[config.mk]
export PLATFORM = sky130hd
export DESIGN_NAME = uart_rx_oversample
export DESIGN_NICKNAME = d
export VERILOG_FILES = /design/src/rtl/uart_rx_oversample.sv
export SDC_FILE = /design/constraint.sdc
export NUM_CORES = 1
export LEC_CHECK = 0
export CORE_UTILIZATION = 35
export DETAILED_ROUTE_END_ITERATION = 12
export PLACE_DENSITY_LB_ADDON = 0.1
export SETUP_SLACK_MARGIN = 0.1
export SKIP_CTS_REPAIR_TIMING = 1
export SYNTH_ARGS = -nofsm -noshare
export SYNTH_HDL_FRONTEND = slang
export SYNTH_SLANG_ARGS = --single-unit
[constraint.sdc]
create_clock -name clk -period 4.6 [get_ports clk]
set_clock_uncertainty 0.2 [all_clocks]
set_input_delay 0.92 -clock clk [delete_from_list [all_inputs] [get_ports clk]]
set_output_delay 0.92 -clock clk [all_outputs]
set_load 0.005 [all_outputs]
[src/rtl/uart_rx_oversample.sv]
// 8N1 UART receiver, OVERSAMPLE x baud_tick oversampling, mid-bit sampling; registered ready/error pulses.
// Define UART_RX_PARITY_EN to insert a parity bit (sense set by PARITY_ODD) between data and stop.
module uart_rx_oversample #(
  parameter int OVERSAMPLE = 16,
  parameter int DATA_BITS  = 8,
  parameter int PARITY_ODD = 0
) (
  input  logic                 clk,
  input  logic                 rst_n,
  input  logic                 baud_tick,
  input  logic                 rx_wire,
  output logic [DATA_BITS-1:0] rx_data,
  output logic                 rx_data_ready,
  output logic                 rx_error
);

  localparam int TW = $clog2(OVERSAMPLE);
  localparam int BW = $clog2(DATA_BITS + 1);
  localparam logic [TW-1:0] HALF_M1  = TW'(OVERSAMPLE / 2 - 1);
  localparam logic [TW-1:0] FULL_M1  = TW'(OVERSAMPLE - 1);
  localparam logic [BW-1:0] LAST_BIT = BW'(DATA_BITS - 1);

  if (OVERSAMPLE < 4 || (OVERSAMPLE % 2) != 0 || DATA_BITS < 5 || DATA_BITS > 8 ||
      PARITY_ODD < 0 || PARITY_ODD > 1) begin : g_bad_params
    $error("uart_rx_oversample: illegal parameter set");
  end

  typedef enum logic [2:0] {
    S_IDLE,
    S_START,
    S_DATA,
`ifdef UART_RX_PARITY_EN
    S_PARITY,
`endif
    S_STOP,
    S_BREAK
  } state_t;

  state_t               state_q, state_d;
  logic [TW-1:0]        tick_cnt_q, tick_cnt_d;
  logic [BW-1:0]        bit_cnt_q, bit_cnt_d;
  logic [DATA_BITS-1:0] shift_q, shift_d;
  logic [DATA_BITS-1:0] data_q, data_d;
  logic                 ready_q, ready_d;
  logic                 error_q, error_d;
  logic                 sync1_q, sync2_q;
  logic                 rx_s;
`ifdef UART_RX_PARITY_EN
  localparam logic PAR_SENSE = (PARITY_ODD != 0);
  logic                 par_err_q, par_err_d;
`endif

  assign rx_s = sync2_q;

  always_ff @(posedge clk) begin
    if (!rst_n) begin
      state_q    <= S_IDLE;
      tick_cnt_q <= '0;
      bit_cnt_q  <= '0;
      shift_q    <= '0;
      data_q     <= '0;
      ready_q    <= 1'b0;
      error_q    <= 1'b0;
      sync1_q    <= 1'b1;
      sync2_q    <= 1'b1;
`ifdef UART_RX_PARITY_EN
      par_err_q  <= 1'b0;
`endif
    end else begin
      state_q    <= state_d;
      tick_cnt_q <= tick_cnt_d;
      bit_cnt_q  <= bit_cnt_d;
      shift_q    <= shift_d;
      data_q     <= data_d;
      ready_q    <= ready_d;
      error_q    <= error_d;
      sync1_q    <= rx_wire;
      sync2_q    <= sync1_q;
`ifdef UART_RX_PARITY_EN
      par_err_q  <= par_err_d;
`endif
    end
  end

  always_comb begin
    state_d    = state_q;
    tick_cnt_d = tick_cnt_q;
    bit_cnt_d  = bit_cnt_q;
    shift_d    = shift_q;
    data_d     = data_q;
    ready_d    = 1'b0;
    error_d    = 1'b0;
`ifdef UART_RX_PARITY_EN
    par_err_d  = par_err_q;
`endif
    if (baud_tick) begin
      case (state_q)
        S_IDLE: begin
          if (!rx_s) begin
            state_d    = S_START;
            tick_cnt_d = '0;
          end
        end
        S_START: begin
          if (tick_cnt_q == HALF_M1) begin
            // A high line at mid start bit is a glitch, not a frame.
            if (!rx_s) begin
              state_d    = S_DATA;
              tick_cnt_d = '0;
              bit_cnt_d  = '0;
            end else begin
              state_d = S_IDLE;
            end
          end else begin
            tick_cnt_d = tick_cnt_q + TW'(1);
          end
        end
        S_DATA: begin
          if (tick_cnt_q == FULL_M1) begin
            shift_d    = {rx_s, shift_q[DATA_BITS-1:1]};
            bit_cnt_d  = bit_cnt_q + BW'(1);
            tick_cnt_d = '0;
            if (bit_cnt_q == LAST_BIT) begin
`ifdef UART_RX_PARITY_EN
              state_d = S_PARITY;
`else
              state_d = S_STOP;
`endif
            end
          end else begin
            tick_cnt_d = tick_cnt_q + TW'(1);
          end
        end
`ifdef UART_RX_PARITY_EN
        S_PARITY: begin
          if (tick_cnt_q == FULL_M1) begin
            par_err_d  = rx_s ^ (^shift_q) ^ PAR_SENSE;
            tick_cnt_d = '0;
            state_d    = S_STOP;
          end else begin
            tick_cnt_d = tick_cnt_q + TW'(1);
          end
        end
`endif
        S_STOP: begin
          if (tick_cnt_q == FULL_M1) begin
            // Leave at mid-stop so an immediately following start edge is caught.
            tick_cnt_d = '0;
            if (!rx_s) begin
              error_d = 1'b1;
              state_d = S_BREAK;
            end
`ifdef UART_RX_PARITY_EN
            else if (par_err_q) begin
              error_d = 1'b1;
              state_d = S_IDLE;
            end
`endif
            else begin
              data_d  = shift_q;
              ready_d = 1'b1;
              state_d = S_IDLE;
            end
          end else begin
            tick_cnt_d = tick_cnt_q + TW'(1);
          end
        end
        S_BREAK: begin
          if (rx_s) state_d = S_IDLE;
        end
        default: state_d = S_IDLE;
      endcase
    end
  end

  assign rx_data       = data_q;
  assign rx_data_ready = ready_q;
  assign rx_error      = error_q;

endmodule

==> results.txt, run 1 <==
Reg-to-Reg Start -> tick_cnt_q[0]
syn_area_per_cell -> 8.73 um2
Clock Root Buffer -> clkbuf_8
Synth Net Count -> 168
Reg-to-Reg End -> rx_data[1]
CTS tree -> built
die width -> 65.6 um
CP delay by family, top -> buffers and inverters
mean number of vias per cell -> 5.17
Tot Pwr -> 569 uW
Post-synth EDFFs -> 0
relative slew slack -> 0.584
Adder-Cell Fraction of Synth Area -> 0.0177
Slew Limit Fails -> 0
vias in the first global route -> 1036
routed len/inst -> 12.6 um
CP endpoint kind -> flop
sequential share of the synthesized area -> 0.439
Max Buffers Root-to-Sink -> 2
first-pass iteration count of the detailed router -> 4
core box area -> 0.00377 mm2
clock power share -> 0.485
Int Power -> 453 uW
YS warnings -> 0
Critical path buffers and inverters -> 3
Yosys cell types -> 44
WP data arrival -> 2.57 ns
nature of the critical path startpoint -> primary input
Initial Utilization -> 0.375
sw power -> 116 uW
Synth async-reset ratio -> 0
R2R depth -> 5
crit path kind -> in -> reg
RSZ-0062 raised after global routing -> false
CP Cell Sequence -> clkdlybuf4s50_1 -> clkinv_1 -> buf_4 -> or4b_1 -> o31ai_1
layout cell share with drive strength beyond 1 -> 0.0690
first-pass GRT wire length -> 4.88 mm
Post-Syn Instances -> 162
peak supply drop -> 0.000132 V
final hold violations -> 0
1st-iter DRT viols -> 83
Rows -> 22
power density over the cells -> 340 mW/mm2
Worst path slowest cell -> clkdlybuf4s50_1
die area -> 0.00430 mm2
Hold WS -> 0.207 ns
Sequential Power Share -> 0.480
clock-pin slew on the worst setup and hold paths -> 0.07 ns
port bufs -> 13
fmax -> 390 MHz
clk_lat worst skew -> 0.28 ns
post-synthesis compound-gate area fraction -> 0.168
P&R area growth vs syn -> 18.5%
switch share -> 0.204
Yosys reg bits -> 31
Simple-Gate Fraction of Synth Area -> 0.243
TritonCTS Sinks -> 31
CP max FO -> 27
Setup Viol. Count Final -> 0
mux cell area share after synthesis -> 0.0708
final WL -> 2.80 mm
Tmin final -> 2.57 ns
share of the synthesized area in the top cell type -> 0.439
CP Data Required Time -> 4.60 ns
fin area -> 0.00168 mm2
top post-synthesis cells by area -> dfxtp_1, mux2i_1, a21oi_1
fin crit share -> 0.558
final antenna-violating net count -> 0
Hold WC Path Type -> reg -> reg
Util after Layout -> 0.444
Worst Tran Pin Value -> 0.622 ns
largest family of logic cells by synthesized area -> simple AND/OR/NAND/NOR gates
Top FF cell, synth -> dfxtp_1
status -> finished clean
largest net degree at the start of global routing -> 28
io pins -> 14
hold endpoint -> rx_s
Worst R2R Setup Slack -> 2.38 ns
Max Cap Viol -> 0
final antenna diode count -> 0
mapped cell area -> 0.00141 mm2
DR DRC count -> 0
Tot GR Track Use -> 0.152
hold path start -> sync1_q
GRT overflow -> 0
H-tree levels -> 2
Hold Path Cell Cnt -> 1
total CTS buffers -> 5
biggest cell delay along the critical path -> 0.62 ns
crit path launch -> rst_n
XOR/XNOR share of the synthesized area -> 0.0124
Gate power share -> 0.035
DP Area -> 0.00156 mm2
Die Span Y -> 65.6 um
gpl congestion -> 0.884
leakage power -> 0.000621 uW
post-synth top area cell -> dfxtp_1
hpwl dp -> 1.93 mm
Setup TNS -> 0 ns
Net count, final -> 179
initial antenna violation count -> 0
vias -> 1147
logic make-up (layout without fill, tap and decap cells):
family / after synthesis / count (layout)
adder cells (fa/ha/maj): 2 / 2
flip-flops: 31 / 31
XOR/XNOR: 2 / 2
AO/OA/AOI/OAI: 36 / 36
buffers and inverters: 14 / 26
multiplexers: 10 / 10
AND/OR/NAND/NOR: 67 / 67
cell usage after synthesis (2+ instances only):
| cell type | count |
|---|---|
| a211oi_1 | 3 |
| a21oi_1 | 17 |
| o31ai_1 | 2 |
| mux2i_1 | 10 |
| buf_2 | 4 |
| nand2_1 | 21 |
| nand2b_1 | 3 |
| inv_1 | 3 |
| nor2b_1 | 3 |
| ha_1 | 2 |
| nand3_1 | 5 |
| nand3b_1 | 4 |
| and3_1 | 2 |
| o31a_1 | 2 |
| nor2_1 | 17 |
| clkbuf_1 | 4 |
| dfxtp_1 | 31 |
| and2_1 | 2 |
| or4b_1 | 2 |
power groups by stage:
stage	Combinational (uW)	Clock [uW]	Sequential [uW]
after floorplan	15.8	0	277
after global placement	19.7	0	279
final	20.0	276	273
after detailed placement	20.0	0	279
after CTS	20.0	284	273
after global routing	22.4	298	273
metal layers:
layer  vias up  wire [um]  share of wire  global-route usage
li1        589          -              -                   -
met3         4        164          0.059              0.0573
met1       519       1340           0.48               0.206
met4         0         29          0.010              0.0571
met2        35       1260           0.45               0.216
met5         -          0              0                   0
through the flow:
step | setup WS [ns] | cells
4_1_cts | 2.02 | 222
6_report | 2.03 | 222
5_1_grt | 1.91 | 222
3_3_place_gp | 1.75 | 214
3_5_place_dp | 1.70 | 214
2_1_floorplan | 2.57 | 162
state kept, by name, summed over array words and instances, names as in the netlist:
| name | flops |
|---|---|
| bit_cnt_q | 4 |
| rx_data | 8 |
| rx_data_ready | 1 |
| rx_error | 1 |
| rx_s | 1 |
| shift_q | 8 |
| state_q | 3 |
| sync1_q | 1 |
| tick_cnt_q | 4 |
cell usage in the layout, fill, tap and decap left out, types with 2 or more instances in the layout:
cell	n
dfxtp_1	31
nand2_1	21
a21oi_1	17
nor2_1	17
clkdlybuf4s50_1	13
mux2i_1	10
clkbuf_8	6
nand3_1	5
nand3b_1	4
nand2b_1	3
a211oi_1	3
inv_1	3
nor2b_1	3
and2_1	2
and3_1	2
o31a_1	2
or4b_1	2
o31ai_1	2
ha_1	2
worst max-delay path by stage:
stage,endpoint,cells after the start
5_1_grt,state_q[1],5
2_1_floorplan,state_q[1],3
6_report,state_q[1],5
3_5_place_dp,state_q[1],5
4_1_cts,state_q[1],5
3_3_place_gp,state_q[1],5
worst reg2reg max path: cells and delay by family, from the launching register on:
kind	cells	cell delay [ns]
fa+ha+maj	1	0.31
flops	1	0.38
mux	1	0.34
simple gates	3	0.88
cell type report:
class | instances | area (um2)
Fill cell | 348 | 2100
Multi-Input combinational cell | 117 | 724
Sequential cell | 31 | 621
Timing Repair Buffer | 14 | 138
Clock buffer | 6 | 82.6
Tap cell | 48 | 60.1
Clock inverter | 2 | 35.0
Inverter | 4 | 15.0
No activity file was read; power rests on OpenSTA's default activity.
==> inputs of run 2 (changes only) <==
==> constraint.sdc (replaced) <==
create_clock -name clk -period 2.12 [get_ports clk]
set_clock_uncertainty 0.2 [all_clocks]
set_input_delay 0.424 -clock clk [delete_from_list [all_inputs] [get_ports clk]]
set_output_delay 0.424 -clock clk [all_outputs]
set_load 0.005 [all_outputs]
==> results.txt, run 2 (same netlist as run 1, synthesis figures left out) <==
status -> finished clean (unchanged)
largest net degree at the start of global routing -> 27 (was 28)
fmax -> 517 MHz
Tmin final -> 1.93 ns
Setup Viol. Count Final -> 0 (unchanged)
vias -> 1182 (was 1147)
hold path start -> sync1_q (unchanged)
Max Cap Viol -> 0 (unchanged)
Die Span Y -> 65.6 um (unchanged)
Rows -> 22 (unchanged)
clk_lat worst skew -> 0.29 ns (was 0.28 ns)
core box area -> 0.00377 mm2 (unchanged)
TritonCTS Sinks -> 31 (unchanged)
Reg-to-Reg Start -> state_q[1] (was tick_cnt_q[0])
fin crit share -> 0.912
RSZ-0062 raised after global routing -> true (was false)
die area -> 0.00430 mm2 (unchanged)
crit path kind -> reg -> reg (was in -> reg)
CP endpoint kind -> flop (unchanged)
commonest non-fill, non-tap cells in the layout -> dfxtp_1, nand2_1, a21oi_1, nor2_1, clkdlybuf4s50_1 (unchanged)
relative slew slack -> 0.746 (was 0.584)
CP Cell Sequence -> or4b_1 -> a211o_1 -> a22oi_2 -> nor2_1 (was clkdlybuf4s50_1 -> clkinv_1 -> buf_4 -> or4b_1 -> o31ai_1)
hpwl dp -> 2.00 mm (was 1.93 mm)
nature of the critical path startpoint -> flop (was primary input)
Slew Limit Fails -> 0 (unchanged)
Initial Utilization -> 0.375 (unchanged)
final antenna diode count -> 0 (unchanged)
CTS tree -> built (unchanged)
clock-pin slew on the worst setup and hold paths -> 0.07 ns (about the same)
Max Buffers Root-to-Sink -> 2 (unchanged)
mean number of vias per cell -> 5.18 (was 5.17)
Tot Pwr -> 1110 uW (was 569 uW)
DR DRC count -> 0 (unchanged)
Tot GR Track Use -> 0.158 (was 0.152)
gpl congestion -> 0.825 (was 0.884)
Critical path buffers and inverters -> 0 (was 3)
final antenna-violating net count -> 0 (unchanged)
Worst Tran Pin Value -> 0.380 ns (was 0.622 ns)
Hold Path Cell Cnt -> 1 (unchanged)
hold endpoint -> rx_s (unchanged)
Worst R2R Setup Slack -> 0.19 ns (was 2.38 ns)
Worst path slowest cell -> or4b_1 (was clkdlybuf4s50_1)
die width -> 65.6 um (unchanged)
P&R area growth vs syn -> 20.4% (was 18.5%)
vias in the first global route -> 1090 (was 1036)
first-pass GRT wire length -> 5.05 mm (was 4.88 mm)
CP max FO -> 11 (was 27)
biggest cell delay along the critical path -> 0.56 ns (was 0.62 ns)
CP Data Required Time -> 2.08 ns (was 4.60 ns)
total CTS buffers -> 5 (unchanged)
Setup TNS -> 0 ns (unchanged)
final WL -> 2.86 mm (was 2.80 mm)
peak supply drop -> 0.000262 V (was 0.000132 V)
GRT overflow -> 0 (unchanged)
Hold WC Path Type -> reg -> reg (unchanged)
Net count, final -> 186 (was 179)
io pins -> 14 (unchanged)
1st-iter DRT viols -> 59 (was 83)
final hold violations -> 0 (unchanged)
WP data arrival -> 1.90 ns (was 2.57 ns)
routed len/inst -> 12.5 um (was 12.6 um)
layout cell share with drive strength beyond 1 -> 0.111 (was 0.0690)
R2R depth -> 4 (was 5)
Reg-to-Reg End -> bit_cnt_q[1] (was rx_data[1])
CP delay by family, top -> simple AND/OR/NAND/NOR gates (was buffers and inverters)
most common cell after layout, fill and taps aside -> dfxtp_1 (unchanged)
H-tree levels -> 2 (unchanged)
power density over the cells -> 652 mW/mm2 (was 340 mW/mm2)
first-pass iteration count of the detailed router -> 4 (unchanged)
port bufs -> 13 (unchanged)
leakage power -> 0.000637 uW (was 0.000621 uW)
initial antenna violation count -> 0 (unchanged)
Clock Root Buffer -> clkbuf_8 (unchanged)
run 2: how the worst max path moves through the flow:
stage	from	depth (start not counted)	end
CTS	state_q[0]	4	bit_cnt_q[1]
finish	state_q[1]	4	bit_cnt_q[1]
global placement	baud_tick	5	bit_cnt_q[1]
floorplan	rx_s	5	bit_cnt_q[1]
global route	tick_cnt_q[0]	5	state_q[1]
detailed placement	baud_tick	5	bit_cnt_q[1]
run 2: through the flow:
stage | hold slack, ns | setup slack [ns] | cell area [um2] | std cells | utilization
after detailed placement | 0.193 | 0.0799 | 1610 | 221 | 0.427
after CTS | 0.208 | 0.171 | 1700 | 228 | 0.450
after floorplan | 0.186 | 0.335 | 1410 | 162 | -
after global routing | 0.241 | 0.0894 | 1700 | 228 | 0.451
final | 0.206 | 0.186 | 1700 | 228 | 0.451
after global placement | 0.194 | 0.111 | 1610 | 221 | 0.427
run 2: per-layer routing:
layer	wire, um	up-vias	global-route usage
met5	0	-	0
met4	57	0	0.0815
met3	101	6	0.0521
met2	1270	19	0.229
met1	1430	559	0.206
li1	-	598	-
run 2: cell type report:
class                           instances  area, um2
Fill cell                             366       2070
Multi-Input combinational cell        117        727
Sequential cell                        31        622
Timing Repair Buffer                   21        190
Clock buffer                            6       82.6
Tap cell                               48       60.1
Inverter                                4       15.0
Clock inverter                          1       5.00
run 2: power by group:
group / total [uW] / switching (uW) / internal (uW)
Combinational: 50.2 / 28.2 / 22.0
Clock: 467 / 213 / 254
Sequential: 592 / 5.11 / 587
Total: 1110 / 247 / 863
==> variant, RTL diff (settings of run 2) <==
One comparison of `bit_cnt_q` changes from == to >=.
--- a/src/rtl/uart_rx_oversample.sv
+++ b/src/rtl/uart_rx_oversample.sv
@@ -120,7 +120,7 @@
             shift_d    = {rx_s, shift_q[DATA_BITS-1:1]};
             bit_cnt_d  = bit_cnt_q + BW'(1);
             tick_cnt_d = '0;
-            if (bit_cnt_q == LAST_BIT) begin
+            if (bit_cnt_q >= LAST_BIT) begin
 `ifdef UART_RX_PARITY_EN
               state_d = S_PARITY;
 `else
Behaviour: same outputs for any inputs over 10 cycles, from zero or initial values and one cycle with rst_n low; that may be too few to reach the edited logic, so the function may still have changed.
==> variant against run 2 <==
Sequential cell count stayed put. Largest cell class unchanged. Sequential share of layout area decreased by 0.42 points. Synthesized area fell by 3.3%. Power is 11% higher. Synthesized cell count shrank 3.7%. Cell area increased by 0.96%. Wire length shrank 1.9%. Setup slack gained 0.0032 ns.
==> variant: results (changes against run 2) <==
{| class="wikitable"
! Metric !! Value
|-
| Clock tree cell share of total cell area || 0.0685 (was 0.0515)
|-
| Sequential cell count || 31 (unchanged)
|-
| Number of multi-input logic gates || 114 (was 117)
|-
| Yosys cell types || 38 (was 44)
|-
| Slew at the pin closest to its max-slew limit || 0.424 ns (was 0.380 ns)
|-
| Number of non-clock inverters in the layout || 2 (was 4)
|-
| Cell types with the highest counts after synthesis || dfxtp_1 (31), nand2_1 (23), a21oi_1 (17) (was dfxtp_1 (31), nand2_1 (21), a21oi_1 (17), nor2_1 (17), mux2i_1 (10))
|-
| Port Buf Inserts || 13 (unchanged)
|-
| 1st-iter DRT viols || 36 (was 59)
|-
| Internal Power || 990 uW (was 863 uW)
|-
| Number of inserted filler cells in the final layout || 356 (was 366)
|-
| Fraction of final layout cells with drive strength greater than 1 || 0.128 (was 0.111)
|-
| Maximum number of pins on one net before global-route repair || 19 (was 27)
|-
| Multi-input gate share of total cell area || 0.407 (was 0.427)
|-
| Power per standard cell area || 719 nW/um^2 (was 652 nW/um^2)
|-
| Status || completed (unchanged)
|-
| Pleak || 0.000648 uW (was 0.000637 uW)
|-
| Post-synth net total || 162 (was 168)
|-
| Vias in the first global route || 1113 (was 1090)
|-
| NonClk Buf Share || 0.124 (was 0.112)
|-
| Worst path arrival time || 1.90 ns (about the same)
|-
| Total Routing Usage GR || 0.159 (was 0.158)
|-
| Synth top area cells || dfxtp_1 (45%), nand2_1 (6.3%), a21oi_1 (6.2%) (was dfxtp_1 (44%), mux2i_1 (7.1%), a21oi_1 (6.0%))
|-
| Routability congestion estimate from global placement || 0.797 (was 0.825)
|-
| Part of the Yosys area used for sequential elements || 0.454 (was 0.439)
|-
| Final Routed Wirelength || 2810 um (was 2860 um)
|-
| Peak supply drop || 0.395 mV (was 0.262 mV)
|-
| HPWL after detailed placement || 2020 um (was 2000 um)
|-
| Share of the final layout cell area in sequential cells || 0.361 (was 0.365)
|-
| Net total in the final layout || 184 (was 186)
|-
| Wire length of the first global-routing pass || 5080 um (was 5050 um)
|-
| Top class by area || multi-input combinational cells (unchanged)
|}
[variant: power by group through the flow]
stage	clock [uW]	combinational [uW]	sequential (uW)
finish	592	55.3	588
global route	640	60.6	588
CTS	607	54.9	588
detailed placement	0	54.7	601
global placement	0	54.1	601
floorplan	0	29.4	602
[variant: worst min path at each step]
stage,endpoint,depth (start not counted)
CTS,rx_s,1
detailed placement,rx_s,1
floorplan,rx_s,1
global route,rx_s,1
finish,rx_s,1
global placement,rx_s,1
[variant: metal layers]
| metal | global-route usage | vias to the layer above | part of all wire |
|---|---|---|---|
| li1 | - | 590 | - |
| met1 | 0.203 | 546 | 0.48 |
| met2 | 0.237 | 21 | 0.44 |
| met3 | 0.0493 | 5 | 0.053 |
| met4 | 0.0861 | 0 | 0.018 |
| met5 | 0 | - | 0 |
[variant: worst max-delay path, delay by kind of cell (launching register included)]
kind	cells	cell delay, ns
flip-flops	1	0.40
AND/OR/NAND/NOR	1	0.59
AO/OA/AOI/OAI	3	0.62
[variant: stage by stage]
stage / area (um^2) / setup slack [ns] / hold WS [ns] / cells / utilization
finish: 1720 / 0.189 / 0.206 / 227 / 0.462
floorplan: 1370 / 0.350 / 0.186 / 156 / -
global placement: 1590 / 0.0846 / 0.195 / 219 / 0.429
CTS: 1710 / 0.189 / 0.211 / 227 / 0.460
detailed placement: 1590 / 0.0429 / 0.195 / 219 / 0.429
global route: 1720 / 0.0902 / 0.244 / 227 / 0.462
[variant: cell families after synthesis]
family                     count (synthesis)  synth area share
and+or+nand+nor                           67             0.249
AOI/OAI and AO/OA                         35             0.167
DFF                                       31             0.454
buffers and inverters                     11            0.0402
muxes                                      8            0.0586
xor gates and xnor gates                   2            0.0128
adders and majority gates                  2            0.0183
